## src/rtl/hazard_forward_ctrl.sv

```systemverilog
// Decode-stage hazard/forwarding controller: registered EX operand selects, load-use bubble, mul/div hold.
// Optional FWD_PERF_CNT_EN adds saturating load-use and mul/div stall-cycle counters.
package pipes;
  typedef enum logic [1:0] {
    FROM_ID_EX_ID = 2'd0,
    FROM_ALU_OUT  = 2'd1,
    FROM_WB       = 2'd2
  } forwarding_control;
endpackage

module hazard_forward_ctrl
  import pipes::*;
#(
  parameter int unsigned MULDIV_LAT = 4,
  parameter int unsigned REG_ADDR_W = 5
) (
  input  logic                  clk,
  input  logic                  reset,
  input  logic                  id_valid,
  input  logic [REG_ADDR_W-1:0] id_rs1,
  input  logic [REG_ADDR_W-1:0] id_rs2,
  input  logic                  id_use_rs1,
  input  logic                  id_use_rs2,
  input  logic                  ex_valid,
  input  logic                  ex_regwrite,
  input  logic                  ex_is_load,
  input  logic                  ex_muldiv,
  input  logic [REG_ADDR_W-1:0] ex_rd,
  input  logic                  mem_valid,
  input  logic                  mem_regwrite,
  input  logic [REG_ADDR_W-1:0] mem_rd,
  input  logic                  dmem_stall,
  output logic                  stall_if,
  output logic                  stall_id,
  output logic                  stall_ex,
  output logic                  flush_ex,
  output logic                  flush_mem,
`ifdef FWD_PERF_CNT_EN
  output logic [31:0]           lu_stall_cnt,
  output logic [31:0]           md_stall_cnt,
`endif
  output forwarding_control     fwd_rs1,
  output forwarding_control     fwd_rs2
);

  // state   | meaning
  // RUN     | normal issue, load-use detection active
  // MD_BUSY | mul/div resident in EX, cnt counts elapsed EX cycles
  typedef enum logic {RUN, MD_BUSY} state_t;

  localparam logic [3:0] CNT_LAST   = 4'(MULDIV_LAT - 1);
  localparam bit         MD_STALLS  = (MULDIV_LAT > 1);

  state_t            state_q, state_d;
  logic [3:0]        cnt_q, cnt_d;
  forwarding_control fwd_rs1_q, fwd_rs1_d;
  forwarding_control fwd_rs2_q, fwd_rs2_d;

  logic hit_e_rs1, hit_e_rs2, hit_m_rs1, hit_m_rs2;
  logic md_entry, md_active, lu;
  forwarding_control sel_rs1, sel_rs2;

  function automatic logic hit(input logic v, input logic wr, input logic [REG_ADDR_W-1:0] rd,
                               input logic use_src, input logic [REG_ADDR_W-1:0] rs);
    return v & wr & (rd != '0) & use_src & (rs == rd);
  endfunction

  function automatic forwarding_control pick(input logic he, input logic hm);
    if (he && !ex_is_load) return FROM_ALU_OUT;
    else if (hm)           return FROM_WB;
    else                   return FROM_ID_EX_ID;
  endfunction

  always_comb begin
    hit_e_rs1 = hit(ex_valid, ex_regwrite, ex_rd, id_use_rs1, id_rs1);
    hit_e_rs2 = hit(ex_valid, ex_regwrite, ex_rd, id_use_rs2, id_rs2);
    hit_m_rs1 = hit(mem_valid, mem_regwrite, mem_rd, id_use_rs1, id_rs1);
    hit_m_rs2 = hit(mem_valid, mem_regwrite, mem_rd, id_use_rs2, id_rs2);
    sel_rs1   = pick(hit_e_rs1, hit_m_rs1);
    sel_rs2   = pick(hit_e_rs2, hit_m_rs2);
    md_entry  = MD_STALLS && (state_q == RUN) && ex_valid && ex_muldiv;
    md_active = md_entry || ((state_q == MD_BUSY) && (cnt_q < CNT_LAST));
    lu        = id_valid && (state_q == RUN) && ex_is_load && (hit_e_rs1 || hit_e_rs2) && !md_active;
  end

  // State register
  always_ff @(posedge clk) begin
    if (!reset) begin
      state_q   <= RUN;
      cnt_q     <= '0;
      fwd_rs1_q <= FROM_ID_EX_ID;
      fwd_rs2_q <= FROM_ID_EX_ID;
    end else begin
      state_q   <= state_d;
      cnt_q     <= cnt_d;
      fwd_rs1_q <= fwd_rs1_d;
      fwd_rs2_q <= fwd_rs2_d;
    end
  end

  // Next state; a memory stall freezes everything
  always_comb begin
    state_d   = state_q;
    cnt_d     = cnt_q;
    fwd_rs1_d = fwd_rs1_q;
    fwd_rs2_d = fwd_rs2_q;
    if (!dmem_stall) begin
      case (state_q)
        RUN: if (md_entry) begin
          state_d = MD_BUSY;
          cnt_d   = 4'd1;
        end
        MD_BUSY: if (cnt_q < CNT_LAST) begin
          cnt_d = cnt_q + 4'd1;
        end else begin
          state_d = RUN;
          cnt_d   = '0;
        end
        default: begin
          state_d = RUN;
          cnt_d   = '0;
        end
      endcase
      if (!md_active) begin
        if (lu || !id_valid) begin
          fwd_rs1_d = FROM_ID_EX_ID;
          fwd_rs2_d = FROM_ID_EX_ID;
        end else begin
          fwd_rs1_d = sel_rs1;
          fwd_rs2_d = sel_rs2;
        end
      end
    end
  end

  // Outputs
  always_comb begin
    stall_if  = 1'b0;
    stall_id  = 1'b0;
    stall_ex  = 1'b0;
    flush_ex  = 1'b0;
    flush_mem = 1'b0;
    if (reset) begin
      if (dmem_stall) begin
        stall_if = 1'b1;
        stall_id = 1'b1;
        stall_ex = 1'b1;
      end else begin
        stall_if  = md_active || lu;
        stall_id  = md_active || lu;
        stall_ex  = md_active;
        flush_ex  = lu;
        flush_mem = md_active;
      end
    end
  end

  assign fwd_rs1 = fwd_rs1_q;
  assign fwd_rs2 = fwd_rs2_q;

`ifdef FWD_PERF_CNT_EN
  logic [31:0] lu_cnt_q, lu_cnt_d, md_cnt_q, md_cnt_d;

  always_comb begin
    lu_cnt_d = lu_cnt_q;
    md_cnt_d = md_cnt_q;
    if (!dmem_stall && lu && (lu_cnt_q != 32'hFFFF_FFFF))        lu_cnt_d = lu_cnt_q + 32'd1;
    if (!dmem_stall && md_active && (md_cnt_q != 32'hFFFF_FFFF)) md_cnt_d = md_cnt_q + 32'd1;
  end

  always_ff @(posedge clk) begin
    if (!reset) begin
      lu_cnt_q <= '0;
      md_cnt_q <= '0;
    end else begin
      lu_cnt_q <= lu_cnt_d;
      md_cnt_q <= md_cnt_d;
    end
  end

  assign lu_stall_cnt = lu_cnt_q;
  assign md_stall_cnt = md_cnt_q;
`endif

endmodule

```

## config.mk

```make
export PLATFORM = sky130hd
export DESIGN_NAME = hazard_forward_ctrl
export DESIGN_NICKNAME = d
export VERILOG_FILES = /design/src/rtl/hazard_forward_ctrl.sv
export SDC_FILE = /design/constraint.sdc
export NUM_CORES = 1
export LEC_CHECK = 0
export CORE_MARGIN = 5
export CORE_UTILIZATION = 35
export CTS_BUF_LIST = sky130_fd_sc_hd__clkbuf_4 sky130_fd_sc_hd__clkbuf_8
export DETAILED_ROUTE_END_ITERATION = 7
export PLACE_DENSITY = 0.85
export SLEW_MARGIN = 20
export SYNTH_ARGS = -nofsm -noshare
export SYNTH_HDL_FRONTEND = slang
export SYNTH_SLANG_ARGS = --single-unit
```

## constraint.sdc

```tcl
create_clock -name clk -period 1.71 [get_ports clk]
set_clock_uncertainty 0.15 [all_clocks]
set_input_delay 0.2565 -clock clk [delete_from_list [all_inputs] [get_ports clk]]
set_output_delay 0.2565 -clock clk [all_outputs]
set_load 0.01 [all_outputs]
```

-- Word level (Yosys, flattened, before mapping)
Cells that the tools add are included.
- add/sub/neg operators: 1
- magnitude comparators: 1
- equal/unequal tests: 5
- muxes and demuxes: 20
- bitwise logic cells: 15
- reductions and logical operators: 20
- operators with widths (kind ; number):
    $eq A5 B5 Y1 ; 4
    $and A1 B1 Y1 ; 12
    $mux W2 ; 6
    $mux W1 ; 10
    $reduce_bool A5 Y1 ; 2
    $logic_and A1 B1 Y1 ; 9
    $mux W4 ; 2
    $pmux W4 S2 ; 1
    $add A4 B1 Y4 const B ; 1
    $logic_or A1 B1 Y1 ; 4
    $lt A4 B2 Y1 const B ; 1
    $reduce_and A2 Y1 ; 2
    $logic_not A1 Y1 ; 3
    $not A1 Y1 ; 3
    $ne A2 B2 Y1 const B ; 1
    $pmux W1 S2 ; 1
- bits in registers: 9
- input port bits: 32
- output and inout port bits: 9
- word-level logic and storage cells: 66

-- Longest topological paths before layout
Gate-level depths: netlist (run 1).
- word-level depth: 10
- mapped depth: 7
- mapped depth without buffers: 7

-- Worst setup path after synthesis (run 1)
Ideal clock, no wire load.
- kind: in2out
- start point: in ex_rd[3]
- end point: out stall_if
- arrival time: 1.498 ns
- data required time: 1.304 ns
- setup slack: -0.194 ns
- stages: 6
- path buffers: 1
- cell sequence: xor2_1 -> nor4_1 -> and3_2 -> o211ai_1 -> o21ai_0 -> buf_4
- longest elaborated chain between the ends: 10
- elaborated cells between the ends (all ways): 14
- classes of those cells: 2 x eq/ne; 2 x mux; 5 x bitwise; 5 x reduce/logical
- RTL lines (item ; RTL line ; RTL):
    start, declared ; 28 ; input logic [REG_ADDR_W-1:0] ex_rd,
    $reduce_bool A5 Y1 ; 65 ; return v & wr & (rd != '0) & use_src & (rs == rd);
    $and A1 B1 Y1 (3 in a row) ; 65 ;
    $logic_or A1 B1 Y1 (*) ; 83 ; lu = id_valid && (state_q == RUN) && ex_is_load && (hit_e_rs1 || hit_e_rs2) && !md_active;
    $logic_and A1 B1 Y1 (*) (2 in a row) ; 83 ;
    $logic_or A1 B1 Y1 (*) ; n/a ;
    $mux W1 (*) (2 in a row) ; n/a ;
    end, declared ; 33 ; output logic stall_if,
Every way passes the cells marked *; elsewhere a longest branch is shown, timed or not.

-- Worst setup path in the final report (run 1)
- start point: in ex_rd[2]
- end point: out stall_if
- longest elaborated chain between the ends: 10
- elaborated cells between the ends (all ways): 14
- classes of those cells: 2 x eq/ne; 2 x mux; 5 x bitwise; 5 x reduce/logical
- RTL lines (item ; RTL line ; RTL):
    $reduce_bool A5 Y1 ; 65 ;
    $and A1 B1 Y1 (3 in a row) ; 65 ;
    $logic_or A1 B1 Y1 (*) ; 83 ;
    $logic_and A1 B1 Y1 (*) (2 in a row) ; 83 ;
    $logic_or A1 B1 Y1 (*) ; 149 ; stall_if = md_active || lu;
    $mux W1 (*) ; 144 ; if (dmem_stall) begin
    $mux W1 (*) ; 143 ; if (reset) begin
Marked as above.

==> results of run 1 <==
-- synth_stat cells (3+ instances only) --
cell / n
a21oi_1: 7
dfxtp_1: 9
inv_1: 5
nor2_1: 6
nor3_1: 3
nor4_1: 5
o21ai_0: 6
xnor2_1: 4
xor2_1: 16
-- path summary, 6_finish.rpt --
check                          startpoint                       to  slack (ns)  cells after the start
setup / recovery                 ex_rd[2]                 stall_if       -0.21                      6
hold / removal    fwd_rs1[1]$_SDFFE_PN0P_  fwd_rs1[1]$_SDFFE_PN0P_        0.32                      1
setup reg to reg    cnt_q[0]$_SDFFE_PN0P_    cnt_q[1]$_SDFFE_PN0P_        0.07                     10
hold reg to reg   fwd_rs1[1]$_SDFFE_PN0P_  fwd_rs1[1]$_SDFFE_PN0P_        0.32                      1
-- flip-flops by register name (all words and copies together) (netlist names) --
| name | cells |
|---|---|
| cnt_q | 4 |
| fwd_rs1 | 2 |
| fwd_rs2 | 2 |
| state_q | 1 |
-- cells by family (layout without fill, tap and decap cells) --
group | count (synthesis) | in the layout | synth area share [%]
AND/OR/NAND/NOR | 25 | 25 | 20.1
AO/OA/AOI/OAI | 23 | 23 | 22.7
XOR/XNOR | 20 | 20 | 25.2
flip-flops | 9 | 9 | 25.9
buffers and inverters | 7 | 97 | 4.32
adder cells (fa/ha/maj) | 1 | 1 | 1.80
-- final cells by class --
| class | count | area, µm² | area share (%) |
|---|---|---|---|
| Timing Repair Buffer | 88 | 738 | 46.5 |
| Sequential cell | 9 | 183 | 11.5 |
| Clock buffer | 4 | 30.0 | 1.89 |
| Multi-Input combinational cell | 69 | 586 | 36.9 |
| Inverter | 5 | 18.8 | 1.18 |
| Tap cell | 27 | 33.8 | 2.13 |
-- repair_timing --
item / 4_1_cts / 5_1_grt
pin swaps: 22 / 19
buffers inserted: 13 / 3
resized for setup: 93 / 19
setup endpoints to repair: 9 / 9
-- through the flow --
stage,std cells,area (µm²),util [%]
2_1_floorplan,85,699,-
3_3_place_gp,187,1400,72.9
3_5_place_dp,187,1400,72.9
4_1_cts,203,1540,79.9
5_1_grt,202,1590,82.7
6_report,202,1590,82.7
-- power by group through the flow --
stage | logic [W] | clock network, W | registers (W)
finish | 0.000286 | 0.000179 | 0.000223
global route | 0.000308 | 0.000201 | 0.000223
CTS | 0.000264 | 0.000184 | 0.000222
detailed placement | 0.000268 | 0 | 0.000224
global placement | 0.000258 | 0 | 0.000223
floorplan | 0.0000773 | 0 | 0.000224
-- worst max-delay path: cells and delay by family --
| kind | cells | cell delay [ns] |
|---|---|---|
| AOI/OAI and AO/OA | 3 | 0.45 |
| and+or+nand+nor | 1 | 0.53 |
| buffers and inverters | 2 | 0.25 |
-- per-layer routing --
metal  wire length (µm)  track usage, %  vias to the layer above
met3                164            4.09                       10
met5                  0               0                        -
met1                998            18.6                      473
met4                 88            12.9                        0
li1                   -               -                      491
met2               1760            45.5                       44
==> run summary, run 1 <==
outcome = finished, violations left
failing checks = setup timing
commonest cells after routing, fill and taps aside = buf_4, clkdlybuf4s50_1, xor2_1
PwrDens = 433 mW/mm²
hold_ws = 0.324 ns
die area = 0.00298 mm²
Syn-to-layout area delta = 128%
Avg WL per Cell = 14.9 µm
biggest area consumer among synthesized cells = dfxtp_1
Die Y = 54.6 µm
First-pass DRT Iterations = 4
Post-CTS Hold Fix Bufs = 0
Post-DP HPWL = 2300 µm
Antenna Nets Post-Route = 0
Tmin final = 1.92 ns
routability cong. = 0.865
Mapped Cells = 85
asr flop ratio synth = 0%
clock buffer depth = 2
vias per std cell = 5.04
Critical Path Source Type = input port
worst hold path type = flop to flop
Crit-path slowest cell = or4_4
Critical Path, Cell by Cell = buf_8, or4_4, o211a_1, o211ai_1, o21ai_2, buf_2
DRT Wirelength = 3010 µm
IO buf count = 40
first-pass GRT wire length = 4690 µm
Leak = 0.731 nW
Final #Nets = 209
Max-cap violations = 0
via count = 1018
root buf cell = clkbuf_4
initial antenna violation count = 0
post-synthesis sequential area ratio = 25.9%
First DRT Iteration DRCs = 5
Setup WS post-layout = -0.205 ns
Synth Net Count = 118
Worst-path clk slew = 0.05 ns
Reg power frac = 32.4%
synth unique cells = 26
number of global-route vias before repair = 1144
worst path arrival time = 1.51 ns
layout cells sized above 1 = 49.7%
Post-Syn Area = 696 µm²
worst-skew pair later-pin latency = 0.26 ns
Post-synth EDFFs = 0
CP required = 1.30 ns
commonest non-fill, non-tap cell in the layout = buf_4
synth top area cells = dfxtp_1, xor2_1, a21oi_1
setup_tns = -0.843 ns
# IOs = 41
Sw Share = 29.0%
Antenna Cells = 0
unrepaired setup endpoints after global routing = yes
Avg Inst Size Synth = 8.18 µm²
Initial Util = 36.2%
maximum VDD drop = 0.000316 V
CTS sink cnt = 9
# rows = 16
P_int = 0.000489 W
DRC Markers = 0
worst-path fanout max = 3
P_sw = 0.000200 W
largest net degree at the start of global routing = 6
fill cell count = 123
WS Path Type = input port to primary output
total global routing overflow = 0
CORE AREA = 0.00192 mm²
Clock power frac = 26.0%
H-Tree Level Count = 1
Worst-Margin Slew = 0.303 ns
FF+latch count, synth = 9
Pwr Total = 0.000689 W
overall routing resource usage = 22.0%
pre-CTS setup slack = -1.04 ns
Die Span X = 54.6 µm
crit path capture type = primary output
combinational group share of total power = 41.6%
ys flop type = dfxtp_1
Final Max Tran Viols = 0
final setup vio count = 6
CTS tree = built
Warnings, synthesis = 0
post-synth top area share = 25.9%
Slew HR = 79.8%
CTS Buf Count = 3
Max Freq = 522 MHz
Final period util = 112%
Max stage delay on crit path = 0.53 ns
final hold violation count = 0
Power figures use the tool's default switching activity.
==> inputs of run 2 (changes only) <==
--- a/config.mk
+++ b/config.mk
@@ -10,6 +10,7 @@
 export CTS_BUF_LIST = sky130_fd_sc_hd__clkbuf_4 sky130_fd_sc_hd__clkbuf_8
 export DETAILED_ROUTE_END_ITERATION = 7
 export PLACE_DENSITY = 0.85
+export SETUP_SLACK_MARGIN = 0.15
 export SLEW_MARGIN = 20
 export SYNTH_ARGS = -nofsm -noshare
 export SYNTH_HDL_FRONTEND = slang
==> run summary, run 2 (synthesis results as in run 1) <==
outcome = finished, violations left
failing checks = setup timing
Die Span X = 54.6 µm (unchanged)
# IOs = 41 (unchanged)
total global routing overflow = 0 (unchanged)
maximum VDD drop = 0.000369 V (+17%)
worst-path fanout max = 3 (unchanged)
fill cell count = 147 (+20%)
CTS tree = built
max FFs per register = 4 (unchanged)
M1 WL = 943 µm (-5.5%)
clock buffer depth = 2 (unchanged)
DRT Wirelength = 3000 µm (-0.46%)
setup_tns = -1.07 ns (-0.223 ns)
Post-DP Area = 0.00139 mm² (-0.54%)
R2R depth = 9 (-1)
Final #Nets = 202 (-3.3%)
Syn-to-layout area delta = 115%
Leak = 0.743 nW (+1.6%)
CORE AREA = 0.00192 mm² (unchanged)
R2R Path End = fwd_rs1[1]$_SDFFE_PN0P_
Antenna Nets Post-Route = 0 (unchanged)
worst path arrival time = 1.49 ns (-0.02 ns)
WL met3 = 184 µm (+12%)
final setup vio count = 9 (+3)
commonest cells after routing, fill and taps aside = buf_4, xor2_1, clkdlybuf4s50_1
WS Path Type = input port to primary output
uppermost layer routed = met4
First DRT Iteration DRCs = 5 (unchanged)
Multi-input gate area = 553 µm² (-5.6%)
Slew HR = 80.9% (+1.1 points)
Largest Register = cnt_q
IO buf count = 40 (unchanged)
DRC Markers = 0 (unchanged)
final hold violation count = 0 (unchanged)
die area = 0.00298 mm² (unchanged)
Tmin final = 1.90 ns (-0.0155 ns)
crit path capture type = primary output
CTS Buf Count = 3 (unchanged)
worst-skew pair later-pin latency = 0.26 ns (about the same)
Worst-Margin Slew = 0.285 ns (-0.0171 ns)
root buf cell = clkbuf_4
crit path to = stall_if
CTS sink cnt = 9 (unchanged)
worst hold path type = flop to flop
overall routing resource usage = 21.8% (-0.24 points)
r2r startpoint = cnt_q[1]$_SDFFE_PN0P_
Worst Setup SP = ex_rd[2]
commonest non-fill, non-tap cell in the layout = buf_4
via count = 975 (-4.2%)
H-Tree Level Count = 1 (unchanged)
# rows = 16 (unchanged)
met2 routed WL = 1710 µm (-3.1%)
Post-CTS Hold Fix Bufs = 0 (unchanged)
Setup WS post-layout = -0.190 ns (+0.0155 ns)
cell area after layout = 0.00149 mm² (-6.1%)
register area = 183 µm² (unchanged)
Final period util = 111% (-0.91 points)
Die Y = 54.6 µm (unchanged)
vias per std cell = 5.00 (-0.79%)
Initial Util = 36.2% (unchanged)
routability cong. = 0.808 (-6.6%)
Post-DP HPWL = 2350 µm (+2.3%)
unrepaired setup endpoints after global routing = yes
Final Max Tran Viols = 0 (unchanged)
Avg WL per Cell = 15.4 µm (+3.1%)
Critical Path Source Type = input port
R2R Setup Slk = -0.10 ns (-0.17 ns)
Antenna Cells = 0 (unchanged)
layout cells sized above 1 = 45.8% (-3.9 points)
Max-cap violations = 0 (unchanged)
Worst-path clk slew = 0.06 ns (about the same)
PwrDens = 457 mW/mm² (+5.4%)
Max Freq = 526 MHz (+0.82%)
largest net degree at the start of global routing = 8 (+2)
initial antenna violation count = 0 (unchanged)
number of global-route vias before repair = 1056 (-7.7%)
first-pass GRT wire length = 4440 µm (-5.2%)
CP required = 1.30 ns (about the same)
First-pass DRT Iterations = 2 (-2)
run 2: worst max-delay path, stage by stage:
cell and delay (ns):
buf_8 0.10, or4_4 0.53, o211a_1 0.23, o211ai_1 0.14, o21ai_2 0.08, buf_2 0.15
run 2: worst min path at each step:
| stage | startpoint | slack [ns] | depth (start not counted) | endpoint |
|---|---|---|---|---|
| floorplan | cnt_q[2]$_SDFFE_PN0P_ | 0.26 | 2 | cnt_q[2]$_SDFFE_PN0P_ |
| global placement | cnt_q[2]$_SDFFE_PN0P_ | 0.27 | 2 | cnt_q[2]$_SDFFE_PN0P_ |
| detailed placement | cnt_q[3]$_SDFFE_PN0P_ | 0.27 | 2 | cnt_q[3]$_SDFFE_PN0P_ |
| CTS | fwd_rs2[1]$_SDFFE_PN0P_ | 0.32 | 1 | fwd_rs2[1]$_SDFFE_PN0P_ |
| global route | fwd_rs2[1]$_SDFFE_PN0P_ | 0.34 | 1 | fwd_rs2[1]$_SDFFE_PN0P_ |
| finish | fwd_rs2[1]$_SDFFE_PN0P_ | 0.31 | 1 | fwd_rs2[1]$_SDFFE_PN0P_ |
run 2: layer usage:
metal  GRT usage, %  vias to the layer above
li1               -                      477
met1           16.8                      437
met2           45.3                       47
met3           5.45                       14
met4           14.1                        0
met5              0                        -
run 2: cell type report:
cell class	count	share of cell area (%)
clock buffers	4	2.01
well taps	27	2.26
flip-flops and latches	9	12.2
multi-input cells	69	37.0
inverters	5	1.26
repair buffers	81	45.2
run 2: metrics by stage:
stage	setup slack [ns]	power (W)	util, %	hold slack (ns)	cells
global placement	-0.942	0.000479	72.5	0.268	186
CTS	-0.248	0.000674	76.0	0.321	193
detailed placement	-1.05	0.000491	72.5	0.273	186
global route	-0.240	0.000722	77.7	0.339	195
finish	-0.190	0.000682	77.7	0.313	195
floorplan	-0.0856	0.000301	-	0.258	85
run 2: timing repair:
action / CTS / global route
resized for setup: 100 / 6
setup endpoints to repair: 10 / 13
buffers inserted: 3 / 2
pin swaps: 20 / 5
run 2: power breakdown:
| part | switching (W) | internal [W] | total [W] |
|---|---|---|---|
| clock network | 0.0000726 | 0.000106 | 0.000178 |
| logic | 0.000115 | 0.000165 | 0.000281 |
| registers | 0.00000732 | 0.000216 | 0.000223 |
| total | 0.000195 | 0.000486 | 0.000682 |
==> inputs of run 3 (changes only) <==
--- a/config.mk
+++ b/config.mk
@@ -5,8 +5,9 @@
 export SDC_FILE = /design/constraint.sdc
 export NUM_CORES = 1
 export LEC_CHECK = 0
+export ABC_AREA = 1
 export CORE_MARGIN = 5
-export CORE_UTILIZATION = 35
+export CORE_UTILIZATION = 39
 export CTS_BUF_LIST = sky130_fd_sc_hd__clkbuf_4 sky130_fd_sc_hd__clkbuf_8
 export DETAILED_ROUTE_END_ITERATION = 7
 export PLACE_DENSITY = 0.85
==> run summary, run 3 <==
outcome = finished, violations left
failing checks = setup timing
Warnings, synthesis = 0 (unchanged)
Post-DP HPWL = 2690 µm (+14%)
ys flop type = dfxtp_1
worst-path fanout max = 4 (+1)
HP Start = reset
R2R Setup Slk = -0.02 ns (+0.08 ns)
most frequent cell after synthesis = nand2_1
Slew HR = 69.7% (-11 points)
vias per std cell = 6.35 (+27%)
Max-cap violations = 0 (unchanged)
Mapped Cells = 186 (+120%)
die area = 0.00351 mm² (+18%)
H-Tree Level Count = 1 (unchanged)
First-pass DRT Iterations = 7 (+5)
post-synthesis sequential area ratio = 19.0% (-6.9 points)
overall routing resource usage = 29.6% (+7.9 points)
uppermost layer routed = met4
asr flop ratio synth = 0% (unchanged)
WL met3 = 1030 µm (+460%)
Clock power frac = 22.3% (-3.9 points)
R2R depth = 12 (+3)
worst hold path type = input port to flop
Synth Net Count = 219 (+86%)
Critical Path, Cell by Cell = buf_4, nor2_1, nand3_1, nand2_2, inv_2, nand3_1, nand2_2, nand3_1, nand2_4, buf_6
commonest cells after routing, fill and taps aside = buf_4, nand2_1, buf_6
top post-synthesis cells by count = nand2_1, inv_1, nor2_1
CTS Buf Count = 3 (unchanged)
WHS Endpoint = cnt_q[0]$_SDFFE_PN0P_
Avg WL per Cell = 23.3 µm (+51%)
CORE AREA = 0.00228 mm² (+18%)
layout cells sized above 1 = 54.2% (+8.4 points)
Post-Layout Cell Count = 325 (+67%)
Syn-to-layout area delta = 130%
number of global-route vias before repair = 1795 (+70%)
Largest Register = cnt_q
utilization after layout = 95.8% (+18 points)
CP required = 1.30 ns (about the same)
WS Path Type = input port to primary output
Hold Crit Depth = 3 (+2)
DRC Markers = 0 (unchanged)
Worst-Margin Slew = 0.455 ns (+0.170 ns)
initial antenna violation count = 0 (unchanged)
first-pass GRT wire length = 7940 µm (+79%)
Max Freq = 518 MHz (-1.6%)
biggest area consumer among synthesized cells = nand2_1
Die Y = 59.3 µm (+8.6%)
met2 routed WL = 3290 µm (+93%)
synth unique cells = 19 (-27%)
First DRT Iteration DRCs = 267 (+262)
Reg power frac = 23.8% (-8.9 points)
via count = 2065 (+110%)
M1 WL = 2340 µm (+150%)
hold_ws = 0.277 ns (-0.0367 ns)
cell area after layout = 0.00218 mm² (+46%)
FF+latch count, synth = 9 (unchanged)
Worst Setup SP = ex_rd[0]
clock buffer depth = 2 (unchanged)
Post-DP Area = 0.00167 mm² (+20%)
final hold violation count = 0 (unchanged)
combinational group share of total power = 53.8% (+13 points)
CTS tree = built
root buf cell = clkbuf_4
Crit-path slowest cell = nor2_1
CTS sink cnt = 9 (unchanged)
P_int = 0.000556 W (+14%)
Critical Path Source Type = input port
worst-skew pair later-pin latency = 0.29 ns (+0.03 ns)
R2R Path End = fwd_rs2[1]$_SDFFE_PN0P_
maximum VDD drop = 0.000463 V (+25%)
Max stage delay on crit path = 0.17 ns (-0.36 ns)
max FFs per register = 4 (unchanged)
Post-Syn Area = 947 µm² (+36%)
largest net degree at the start of global routing = 7 (-1)
# IOs = 41 (unchanged)
DRT Wirelength = 7560 µm (+150%)
IO buf count = 40 (unchanged)
Final Max Tran Viols = 0 (unchanged)
Leak = 1.24 nW (+67%)
routability cong. = 0.860 (+6.3%)
PwrDens = 428 mW/mm² (-6.2%)
Sw Share = 40.4% (+12 points)
post-synth top area share = 31.3% (+5.4 points)
most frequent cell on the critical path = nand3_1
Post-synth EDFFs = 0 (unchanged)
unrepaired setup endpoints after global routing = yes
synth top area cells = nand2_1, dfxtp_1, inv_1
Antenna Nets Post-Route = 0 (unchanged)
# rows = 17 (+1)
final setup vio count = 8 (-1)
commonest non-fill, non-tap cell in the layout = buf_4
r2r startpoint = cnt_q[3]$_SDFFE_PN0P_
Initial Util = 41.6% (+5.4 points)
Antenna Cells = 0 (unchanged)
Setup WS post-layout = -0.220 ns (-0.0303 ns)
Worst-path clk slew = 0.08 ns (+0.02 ns)
worst path arrival time = 1.52 ns (+0.03 ns)
Final period util = 113% (+1.8 points)
fill cell count = 55 (-63%)
total global routing overflow = 0 (unchanged)
Final #Nets = 331 (+64%)
P_sw = 0.000377 W (+93%)
Avg Inst Size Synth = 5.09 µm² (-38%)
crit path capture type = primary output
Cells after DPL = 292 (+57%)
Die Span X = 59.3 µm (+8.6%)
Tmin final = 1.93 ns (+0.0303 ns)
==> run 3: what timing repair did <==
action,CTS,global route
setup endpoints to repair,9,17
pin swaps,23,27
buffers inserted,28,1
hold buffers,0,0
gates resized for setup,89,118
==> run 3: metal layers <==
metal,global-route usage (%),vias up
met2,49.6,261
met4,13.3,0
met3,13.3,114
li1,-,792
met5,0,-
met1,31.7,898
==> run 3: how the worst max path moves through the flow <==
stage / slack, ns / to / cells past startpoint
CTS: -0.11 / stall_id / 9
floorplan: 0.16 / stall_if / 9
global placement: -0.78 / flush_ex / 10
finish: -0.22 / stall_id / 10
global route: -0.25 / flush_ex / 9
detailed placement: -0.79 / flush_ex / 10
==> run 3: layout make-up <==
type | count | area [µm²] | share of cell area, %
inverter | 33 | 154 | 7.06
sequential | 9 | 183 | 8.38
multi-input combinational | 143 | 855 | 39.2
timing repair buffer | 108 | 923 | 42.4
tap | 28 | 35.0 | 1.61
clock buffer | 4 | 30.0 | 1.38
==> run 3: cell families (layout without fill, tap and decap cells) <==
logic type | count (synthesis) | in the layout | synth area share (%)
buffers and inverters | 34 | 145 | 13.9
flip-flops | 9 | 9 | 19.0
AO/OA/AOI/OAI | 10 | 10 | 6.47
AND/OR/NAND/NOR | 132 | 132 | 59.3
adder cells (fa/ha/maj) | 1 | 1 | 1.32
==> run 3: stage by stage <==
step / TNS [ns] / total power [W] / setup WS (ns)
final: -1.05 / 0.000933 / -0.220
after global routing: -1.48 / 0.000953 / -0.250
after CTS: -0.437 / 0.000750 / -0.110
after detailed placement: -4.37 / 0.000532 / -0.785
after global placement: -4.29 / 0.000528 / -0.776
after floorplan: 0 / 0.000339 / 0.157
==> run 3: critical path, delay by kind of cell <==
family / cells / cell delay, ns
buf+inv: 3 / 0.35
simple gates: 7 / 0.92
==> run 3: power groups by stage <==
stage	clock (W)	combinational [W]	sequential (W)
after floorplan	0	0.000116	0.000223
after global placement	0	0.000305	0.000223
after detailed placement	0	0.000309	0.000223
after CTS	0.000181	0.000348	0.000221
after global routing	0.000214	0.000517	0.000222
final	0.000208	0.000502	0.000222
